**config.mk**
```make
export PLATFORM = sky130hd
export DESIGN_NAME = axi_write_data_slave_flat
export DESIGN_NICKNAME = d
export VERILOG_FILES = /design/src/rtl/axi_write_data_slave_if.sv /design/src/rtl/axi_write_data_slave.sv /design/src/flat_wrapper.sv
export SDC_FILE = /design/constraint.sdc
export NUM_CORES = 1
export LEC_CHECK = 0
export ABC_AREA = 1
export BUFFER_PORTS_ARGS = -buffer_cell sky130_fd_sc_hd__buf_2
export CAP_MARGIN = 5
export CORE_MARGIN = 2
export CORE_UTILIZATION = 46
export DETAILED_ROUTE_END_ITERATION = 10
export GPL_TIMING_DRIVEN = 0
export PLACE_DENSITY_LB_ADDON = 0.2
export SKIP_CTS_REPAIR_TIMING = 1
export SLEW_MARGIN = 0
export SYNTH_ARGS = -nofsm -noshare
export SYNTH_HDL_FRONTEND = slang
export SYNTH_SLANG_ARGS = --single-unit
export TNS_END_PERCENT = 100
```
**constraint.sdc**
```tcl
create_clock -name clk -period 3.55 [get_ports clk]
set_clock_uncertainty 0.2 [all_clocks]
set_input_delay 0.355 -clock clk [delete_from_list [all_inputs] [get_ports clk]]
set_output_delay 0.355 -clock clk [all_outputs]
set_load 0.01 [all_outputs]
```
**src/rtl/axi_write_data_slave_if.sv**
```systemverilog
// W and B channel bundle between the write-data master and the write-data slave.
interface axi_write_data_slave_if #(
    parameter int unsigned DATA_WIDTH = 32
);
    localparam int unsigned STRB_W = DATA_WIDTH / 8;

    logic [3:0]            WID;
    logic [DATA_WIDTH-1:0] WDATA;
    logic [STRB_W-1:0]     WSTRB;
    logic                  WLAST;
    logic                  WVALID;
    logic                  WREADY;
    logic [3:0]            BID;
    logic [1:0]            BRESP;
    logic                  BVALID;
    logic                  BREADY;

    modport master (
        output WID, WDATA, WSTRB, WLAST, WVALID,
        input  WREADY,
        input  BID, BRESP, BVALID,
        output BREADY
    );

    modport slave (
        input  WID, WDATA, WSTRB, WLAST, WVALID,
        output WREADY,
        output BID, BRESP, BVALID,
        input  BREADY
    );
endinterface

```
**src/rtl/axi_write_data_slave.sv**
```systemverilog
// AXI write-data responder: buffers one burst of W beats into a FIFO toward a local
// sink, checks ID and WLAST framing against the latched descriptor, then returns one B.
module axi_write_data_slave #(
    parameter int unsigned DATA_WIDTH = 32,
    parameter int unsigned FIFO_DEPTH = 4
) (
    input  logic                      clk,
    input  logic                      resetn,
    input  logic                      start,
    input  logic [3:0]                exp_id,
    input  logic [7:0]                exp_len,
    output logic                      busy,
    axi_write_data_slave_if.slave     w_if,
    output logic [DATA_WIDTH-1:0]     out_data,
    output logic [DATA_WIDTH/8-1:0]   out_strb,
    output logic                      out_last,
    output logic                      out_valid,
    input  logic                      out_ready,
    output logic [2:0]                current_state_out
);
    localparam int unsigned STRB_W  = DATA_WIDTH / 8;
    localparam int unsigned PTR_W   = $clog2(FIFO_DEPTH);
    localparam int unsigned CNT_W   = $clog2(FIFO_DEPTH + 1);
    localparam int unsigned ENTRY_W = DATA_WIDTH + STRB_W + 1;

    typedef enum logic [2:0] {
        S_IDLE    = 3'b000,
        S_RECEIVE = 3'b001,
        S_DRAIN   = 3'b010,
        S_RESPOND = 3'b011
    } state_e;

    state_e               state_q, state_d;
    logic [3:0]           id_q, id_d;
    logic [7:0]           len_q, len_d;
    logic [7:0]           cnt_q, cnt_d;
    logic                 err_q, err_d;
    logic [3:0]           bid_q, bid_d;
    logic [1:0]           bresp_q, bresp_d;
    logic                 bvalid_q, bvalid_d;
    logic                 wready_q, wready_d;
    logic                 busy_q, busy_d;
    logic                 out_valid_q, out_valid_d;

    logic [ENTRY_W-1:0]   mem_q [FIFO_DEPTH];
    logic [ENTRY_W-1:0]   mem_d [FIFO_DEPTH];
    logic [PTR_W-1:0]     wr_ptr_q, wr_ptr_d;
    logic [PTR_W-1:0]     rd_ptr_q, rd_ptr_d;
    logic [CNT_W-1:0]     fcount_q, fcount_d;

    logic                 push;
    logic                 pop;
    logic                 final_beat;
    logic [ENTRY_W-1:0]   head;

    assign final_beat = (cnt_q == len_q);
    assign push       = (state_q == S_RECEIVE) && wready_q && w_if.WVALID;
    assign pop        = out_valid_q && out_ready;

    // Beat buffer; the final flag travels with each entry so out_last is slave-computed.
    always_comb begin
        mem_d    = mem_q;
        wr_ptr_d = wr_ptr_q;
        rd_ptr_d = rd_ptr_q;
        fcount_d = fcount_q;
        if (push) begin
            mem_d[wr_ptr_q] = {w_if.WDATA, w_if.WSTRB, final_beat};
            wr_ptr_d        = wr_ptr_q + PTR_W'(1);
        end
        if (pop) begin
            rd_ptr_d = rd_ptr_q + PTR_W'(1);
        end
        case ({push, pop})
            2'b10:   fcount_d = fcount_q + CNT_W'(1);
            2'b01:   fcount_d = fcount_q - CNT_W'(1);
            default: fcount_d = fcount_q;
        endcase
    end

    // Burst control and response generation.
    always_comb begin
        state_d = state_q;
        id_d    = id_q;
        len_d   = len_q;
        cnt_d   = cnt_q;
        err_d   = err_q;
        bid_d   = bid_q;
        bresp_d = bresp_q;
        case (state_q)
            S_IDLE: begin
                if (start) begin
                    id_d    = exp_id;
                    len_d   = exp_len;
                    cnt_d   = 8'd0;
                    err_d   = 1'b0;
                    state_d = S_RECEIVE;
                end
            end
            S_RECEIVE: begin
                if (push) begin
                    cnt_d = cnt_q + 8'd1;
                    if ((w_if.WID != id_q) || (w_if.WLAST != final_beat)) begin
                        err_d = 1'b1;
                    end
                    if (final_beat) begin
                        state_d = S_DRAIN;
                    end
                end
            end
            S_DRAIN: begin
                if (fcount_d == CNT_W'(0)) begin
                    bid_d   = id_q;
                    bresp_d = err_q ? 2'b10 : 2'b00;
                    state_d = S_RESPOND;
                end
            end
            S_RESPOND: begin
                if (bvalid_q && w_if.BREADY) begin
                    state_d = S_IDLE;
                end
            end
            default: state_d = S_IDLE;
        endcase
    end

    // Handshake outputs are registered from next-state values so they stay glitch-free.
    always_comb begin
        wready_d    = (state_d == S_RECEIVE) && (fcount_d != CNT_W'(FIFO_DEPTH));
        bvalid_d    = (state_d == S_RESPOND);
        busy_d      = (state_d != S_IDLE);
        out_valid_d = (fcount_d != CNT_W'(0));
    end

    always_ff @(posedge clk or negedge resetn) begin
        if (!resetn) begin
            state_q     <= S_IDLE;
            id_q        <= 4'd0;
            len_q       <= 8'd0;
            cnt_q       <= 8'd0;
            err_q       <= 1'b0;
            bid_q       <= 4'd0;
            bresp_q     <= 2'b00;
            bvalid_q    <= 1'b0;
            wready_q    <= 1'b0;
            busy_q      <= 1'b0;
            out_valid_q <= 1'b0;
            wr_ptr_q    <= '0;
            rd_ptr_q    <= '0;
            fcount_q    <= '0;
            for (int i = 0; i < FIFO_DEPTH; i++) begin
                mem_q[i] <= '0;
            end
        end else begin
            state_q     <= state_d;
            id_q        <= id_d;
            len_q       <= len_d;
            cnt_q       <= cnt_d;
            err_q       <= err_d;
            bid_q       <= bid_d;
            bresp_q     <= bresp_d;
            bvalid_q    <= bvalid_d;
            wready_q    <= wready_d;
            busy_q      <= busy_d;
            out_valid_q <= out_valid_d;
            wr_ptr_q    <= wr_ptr_d;
            rd_ptr_q    <= rd_ptr_d;
            fcount_q    <= fcount_d;
            mem_q       <= mem_d;
        end
    end

    assign head              = mem_q[rd_ptr_q];
    assign out_data          = head[ENTRY_W-1 -: DATA_WIDTH];
    assign out_strb          = head[STRB_W:1];
    assign out_last          = head[0];
    assign out_valid         = out_valid_q;
    assign busy              = busy_q;
    assign current_state_out = state_q;
    assign w_if.WREADY       = wready_q;
    assign w_if.BVALID       = bvalid_q;
    assign w_if.BID          = bid_q;
    assign w_if.BRESP        = bresp_q;

endmodule

```
**src/flat_wrapper.sv**
```systemverilog
// flat-port wrapper written by rule: the top's interface ports become plain ports
module axi_write_data_slave_flat 
#(
    parameter int unsigned DATA_WIDTH = 32,
    parameter int unsigned FIFO_DEPTH = 4
)
  (clk, resetn, start, exp_id, exp_len, busy, out_data, out_strb, out_last, out_valid, out_ready, current_state_out, w_if_WID, w_if_WDATA, w_if_WSTRB, w_if_WLAST, w_if_WVALID, w_if_WREADY, w_if_BID, w_if_BRESP, w_if_BVALID, w_if_BREADY);
  axi_write_data_slave_if #(.DATA_WIDTH(DATA_WIDTH)) w_if_i ();
  input  logic clk;
  input  logic resetn;
  input  logic start;
  input  logic [3:0] exp_id;
  input  logic [7:0] exp_len;
  output logic busy;
  output logic [DATA_WIDTH-1:0] out_data;
  output logic [DATA_WIDTH/8-1:0] out_strb;
  output logic out_last;
  output logic out_valid;
  input  logic out_ready;
  output logic [2:0] current_state_out;
  input wire logic [$bits(w_if_i.WID)-1:0] w_if_WID;
  input wire logic [$bits(w_if_i.WDATA)-1:0] w_if_WDATA;
  input wire logic [$bits(w_if_i.WSTRB)-1:0] w_if_WSTRB;
  input wire logic [$bits(w_if_i.WLAST)-1:0] w_if_WLAST;
  input wire logic [$bits(w_if_i.WVALID)-1:0] w_if_WVALID;
  output wire logic [$bits(w_if_i.WREADY)-1:0] w_if_WREADY;
  output wire logic [$bits(w_if_i.BID)-1:0] w_if_BID;
  output wire logic [$bits(w_if_i.BRESP)-1:0] w_if_BRESP;
  output wire logic [$bits(w_if_i.BVALID)-1:0] w_if_BVALID;
  input wire logic [$bits(w_if_i.BREADY)-1:0] w_if_BREADY;
  assign w_if_i.WID = w_if_WID;
  assign w_if_i.WDATA = w_if_WDATA;
  assign w_if_i.WSTRB = w_if_WSTRB;
  assign w_if_i.WLAST = w_if_WLAST;
  assign w_if_i.WVALID = w_if_WVALID;
  assign w_if_WREADY = w_if_i.WREADY;
  assign w_if_BID = w_if_i.BID;
  assign w_if_BRESP = w_if_i.BRESP;
  assign w_if_BVALID = w_if_i.BVALID;
  assign w_if_i.BREADY = w_if_BREADY;
  axi_write_data_slave #(.DATA_WIDTH(DATA_WIDTH), .FIFO_DEPTH(FIFO_DEPTH)) u_core (.clk(clk), .resetn(resetn), .start(start), .exp_id(exp_id), .exp_len(exp_len), .busy(busy), .w_if(w_if_i), .out_data(out_data), .out_strb(out_strb), .out_last(out_last), .out_valid(out_valid), .out_ready(out_ready), .current_state_out(current_state_out));
endmodule
```
* Yosys cells after proc, flatten, opt, wreduce, memory -nomap -nowiden
Index checks and enable logic that the tools add are counted.
** Storage, ports and cells
- Register bits :: 189
- Input bits :: 59
** Operators by class
- Add/sub/neg operators :: 5
- Magnitude comparators :: 3
- Equality and inequality tests :: 14
- Muxes and demuxes :: 21
- Bitwise logic cells :: 2
- Reduce and logical (&&, ||, !) cells :: 16
** Operators with widths (count)
- $bwmux W148 :: 1
- $mux W37 :: 3
- $bmux W37 S2 :: 1
- $demux W37 S2 :: 1
- $mux W8 :: 2
- $pmux W8 S2 :: 1
- $mux W3 :: 5
- $pmux W3 S4 :: 1
- $eq A3 B2 Y1 const B :: 3
- $add A8 B1 Y8 const B :: 1
- $eq A8 B8 Y1 :: 1
- $eq A3 B1 Y1 const B :: 2
- $ge A3 B3 Y1 const B :: 2
- $logic_and A1 B1 Y1 :: 6
- $logic_not A3 Y1 :: 2
- $not A2 Y3 :: 2
- $pmux W3 S2 :: 1
- $reduce_bool A3 Y1 :: 2
- $add A2 B1 Y2 const B :: 2
- $ne A2 B2 Y1 const B :: 2
- $ne A4 B4 Y1 :: 1
- $reduce_and A2 Y1 :: 2
- $reduce_and A4 Y1 :: 1
- $add A3 B1 Y3 const B :: 1
- other kinds (13) :: 15

* Longest topological paths before layout
- Depth after elaboration :: 10
- Depth in mapped cells :: 12
- Gate-level depth less buffers :: 12

* Least setup slack after synthesis
No wires, ideal clock.
- Path kind :: reg2reg
- Start point :: register u_core.state_q[1] (netlist: u_core.current_state_out[1])
- End point :: register u_core.busy_q (netlist: u_core.busy)
- Library setup time :: 131 ps
- Data arrival time :: 2236 ps
- Data required time :: 3219 ps
- Slack :: 984 ps
- Cell stages (with the launch flop) :: 11
- Path buffers :: 1
- Period minus slack after synthesis :: 2566 ps
- Path through :: dfrtp_1 nor2_4 nand4_1 ha_1 inv_1 fa_1 o21ai_0 nor2_1 nand4_1 buf_4 nand4_1
** Between the ends
- Cells in the longest elaborated chain, start to end :: 9
** Ends and longest elaborated chain
- start, declared :: RTL line axi_write_data_slave.sv:33 : state_e state_q, state_d;
- start signal, assigned :: RTL line axi_write_data_slave.sv:154 : state_q <= state_d;
- $eq A3 B1 Y1 * :: RTL line axi_write_data_slave.sv:57 : assign push = (state_q == S_RECEIVE) && wready_q && w_if.WVALID;
- $logic_and A1 B1 Y1 * (2 in series) :: RTL line axi_write_data_slave.sv:57
- $eq A2 B1 Y1 or $eq A2 B2 Y1 (tied branches) :: RTL line axi_write_data_slave.sv:73 : case ({push, pop})
- $pmux W3 S2 * :: RTL line axi_write_data_slave.sv:73
- named net u_core.fcount_d[1] :: RTL line axi_write_data_slave.sv:49 : logic [CNT_W-1:0] fcount_q, fcount_d;
- $logic_not A3 Y1 * :: RTL line axi_write_data_slave.sv:111 : if (fcount_d == CNT_W'(0)) begin
- $mux W3 * :: RTL line axi_write_data_slave.sv:111
- $pmux W3 S4 * :: RTL line axi_write_data_slave.sv:89 : case (state_q)
- $reduce_bool A3 Y1 * :: RTL line axi_write_data_slave.sv:130 : busy_d = (state_d != S_IDLE);
- named net u_core.busy_d :: RTL line axi_write_data_slave.sv:42 : logic busy_q, busy_d;
- end signal, assigned :: RTL line axi_write_data_slave.sv:163 : busy_q <= busy_d;
- end, declared :: RTL line axi_write_data_slave.sv:42
The timed path passes the listed nets; every way through them passes the cells marked *.
A chain may end at the register's enable or synchronous reset.

* Final worst setup path
- Start point :: register u_core.rd_ptr_q[0]
- End point :: output out_data[20]
** Between the ends
- Cells in the longest elaborated chain, start to end :: 4
** Ends and longest elaborated chain
- start, declared :: RTL line axi_write_data_slave.sv:48 : logic [PTR_W-1:0] rd_ptr_q, rd_ptr_d;
- start signal, assigned :: RTL line axi_write_data_slave.sv:166 : rd_ptr_q <= rd_ptr_d;
- $not A2 Y3 (implied by the code) :: RTL line axi_write_data_slave.sv:172 : assign head = mem_q[rd_ptr_q];
- $bmux W37 S2 :: RTL line axi_write_data_slave.sv:172
- $mux W37 (implied by the code) (2 in series) :: RTL line axi_write_data_slave.sv:172
- end, declared :: RTL line flat_wrapper.sv:15 : output logic [DATA_WIDTH-1:0] out_data;
No other way between the ends. The select of a mux whose other input is x is not followed.

==> results.yml <==
floorplan:
  std_cell_rows: 49
  die-area_um2: 19800
  die_y_um: 141
  die_width_um: 141
  io_pins: 109
  start_util_pct: 47.3
  core_area_um2: 18100
layout:
  n_antenna_cell: 0
  syn2layout_area_growth_pct: 18.3
  fin_nets: 1161
  nFillCells: 1715
  final_core_util_pct: 56.0
  layoutNonFillerInstCount: 1337
  drive_above_1_share_pct: 20.7
  multi_input_area_um2: 3170
  regArea_um2: 4700
synthesis:
  synth_cells: 954
  ys_seq_area_share_pct: 54.8
  ys_top_cells_by_area: "dfrtp_1 (55%), nand2_1 (9.3%), o21ai_0 (7.1%)"
  synth-seq-cells: 188
  synth-async-reset-ratio_pct: 100
  synth-edff-count: 0
  yosys.area.top_type_share_pct: 54.8
  synth_most_common_cell: "nand2_1"
  synth_warnings: 0
  syn_area_per_cell_um2: 9.00
  synth_area_um2: 8590
  ys_top_cells_by_count: "nand2_1 (213), dfrtp_1 (188), o21ai_0 (122)"
  ys_types: 30
  yosys.area.top_type: "dfrtp_1"
  synth_ff_type: "dfrtp_1"
sta:
  slew_headroom_pct: 57.3
  fin_crit_ns: 2.91
  worst_slew_pin_slew_ns: 0.641
  finalSetupViolCount: 0
  finalHoldViolations: 0
  max_freq_mhz: 344
  slew_viol_final: 0
  rsz0062_at_grt: "false"
  post-route-period-util_pct: 81.9
job:
  cap_viol_max_count: 0
cts:
  cts_tree: "done"
  clockBufferDepth: 2
  cts.clk_slew.worst_paths_ns: 0.07
  clk_latency_ns: 0.44
  h-tree-depth: 4
  numCtsBuffers: 17
  cts_root_buf: "clkbuf_16"
  cts.sinks: 188
place:
  place_hpwl_mm: 14.4
  place.gp.congestion: 0.789
  port_buffers: 107
  placed_cells: 1292
pwr:
  max-vdd-ir-drop_uv: 420
  p_leak_nw: 5.03
  power_density_nw_per_um2: 750
setup_path:
  cp-start-kind: "flop"
  cp_max_fo: 10
  crit_required_ns: 2.99
  critPathArrivalTime_ns: 2.35
  critical_path.cell_chain: "buf_2, inv_1, buf_2, clkbuf_1, o21ai_0, o22ai_1, buf_2"
  r2r_cells: 10
  cp_slowest_cell: "clkbuf_1"
  critPathKind: "flop to primary output"
  path_common_cell: "buf_2"
  max_stage_delay_ns: 0.43
  end_kind: "primary output"
  r2r_slack_ns: 0.65
worst_hold_path:
  holdCritPathClass: "input pin to flop"
  hold_depth: 3
route:
  drt_pre_antenna_iters: 5
  wirelength_mm: 22.0
  vias: 7001
  via_per_inst: 5.24
  drc: 0
  drtIter0Drc: 455
  ant_nets: 0
  avgRoutedWirePerCell_um: 16.4
run_status:
  status: "finished, final reports clean"
global_routing:
  track_usage_pct: 23.0
  grt_overflow: 0
  grt_pass1_vias: 6775
  grt_pass1_wl_mm: 35.6
  antenna_found_initial: 0
  grt_max_degree: 114
==> state kept, by name (all words and copies together) (netlist names) <==
| signal | cells |
|---|---|
| u_core.id_q | 4 |
| u_core.w_if.BID | 4 |
| u_core.busy | 1 |
| u_core.len_q | 8 |
| u_core.out_valid | 1 |
| u_core.mem_q | 148 |
| u_core.current_state_out | 3 |
| u_core.w_if.BRESP | 1 |
| u_core.cnt_q | 8 |
| u_core.fcount_q | 3 |
| u_core.wr_ptr_q | 2 |
| u_core.w_if.WREADY | 1 |
| u_core.w_if.BVALID | 1 |
| u_core.rd_ptr_q | 2 |
| u_core.err_q | 1 |
==> stage by stage <==
step	setup TNS (ns)	hold slack, ns	instance area (µm²)	worst slack, ns	power, W
2_1_floorplan	0	-0.141	8590	0.984	0.00480
3_3_place_gp	-238.56	0.258	9410	-1.28	0.00571
3_5_place_dp	0	0.170	9450	0.639	0.00577
4_1_cts	0	-0.293	10000	0.626	0.00765
5_1_grt	0	0.0151	10200	0.448	0.00818
6_report	0	0.00980	10200	0.641	0.00762
==> layer usage <==
metal / track usage (%) / vias up / part of all wire [%]
met2: 36.6 / 187 / 48
met5: 0 / - / 0
met4: 6.89 / 0 / 1.5
met3: 4.55 / 24 / 4.9
met1: 32.2 / 3365 / 46
li1: - / 3425 / -
==> layout by cell type, fill, tap and decap left out, types with 3 or more instances in the layout <==
| cell type | netlist | final |
|---|---|---|
| nand2_1 | 213 | 213 |
| dfrtp_1 | 188 | 188 |
| o21ai_0 | 122 | 122 |
| buf_2 | 8 | 114 |
| nor2_1 | 90 | 90 |
| o21ai_1 | 79 | 79 |
| inv_1 | 69 | 69 |
| o21ai_2 | 39 | 39 |
| o22ai_1 | 37 | 37 |
| buf_6 | 28 | 28 |
| clkbuf_1 | 21 | 21 |
| clkbuf_16 | 0 | 17 |
| dlygate4sd3_1 | 0 | 13 |
| nand3_1 | 9 | 9 |
| xnor2_1 | 7 | 7 |
| xor2_1 | 7 | 7 |
| ha_1 | 6 | 6 |
| nand4_1 | 5 | 5 |
| nor3_1 | 5 | 5 |
| nand2_2 | 5 | 5 |
| clkinv_4 | 0 | 5 |
| clkinvlp_4 | 0 | 4 |
| a21oi_1 | 3 | 3 |
==> area by class of cell <==
class	count	area share (%)
flip-flops and latches	188	46.3
plain buffers	59	4.42
clock inverters	14	1.38
inverters	70	2.59
well taps	229	2.82
clock buffers	18	4.32
repair buffers	121	6.92
multi-input cells	638	31.2
==> where the power goes <==
group	switching (W)	internal, W
sequential	0.000325	0.00275
combinational	0.00165	0.00101
clock	0.000876	0.00100
==> cell families (layout without fill, tap and decap cells) <==
family / Yosys count / count (layout) / share of synthesized area (%)
fa+ha+maj: 7 / 7 / 1.11
flops: 188 / 188 / 54.8
other cells: 1 / 2 / 0.0437
compound gates: 281 / 281 / 18.7
buf+inv: 129 / 282 / 8.29
simple gates: 334 / 334 / 15.7
xor+xnor: 14 / 14 / 1.43
==> worst paths after layout <==
check / from / end
max: u_core.rd_ptr_q[0]$_DFFE_PN0N_ / out_data[20]
min: w_if_WDATA[23] / u_core.mem_q[102]$_DFFE_PN0P_
max reg2reg: u_core.current_state_out[2]$_DFF_PN0_ / u_core.busy$_DFF_PN0_
min reg2reg: u_core.mem_q[108]$_DFFE_PN0P_ / u_core.mem_q[108]$_DFFE_PN0P_
max in group asynchronous: resetn / u_core.mem_q[137]$_DFFE_PN0P_
min in group asynchronous: resetn / u_core.mem_q[118]$_DFFE_PN0P_
==> critical path: cells and delay by family (launching register included) <==
kind            cells  cell delay [ns]
compound gates      2             0.36
buf+inv             5             1.14
flops               1             0.42
Note: power is estimated with default switching activity, not from simulation.
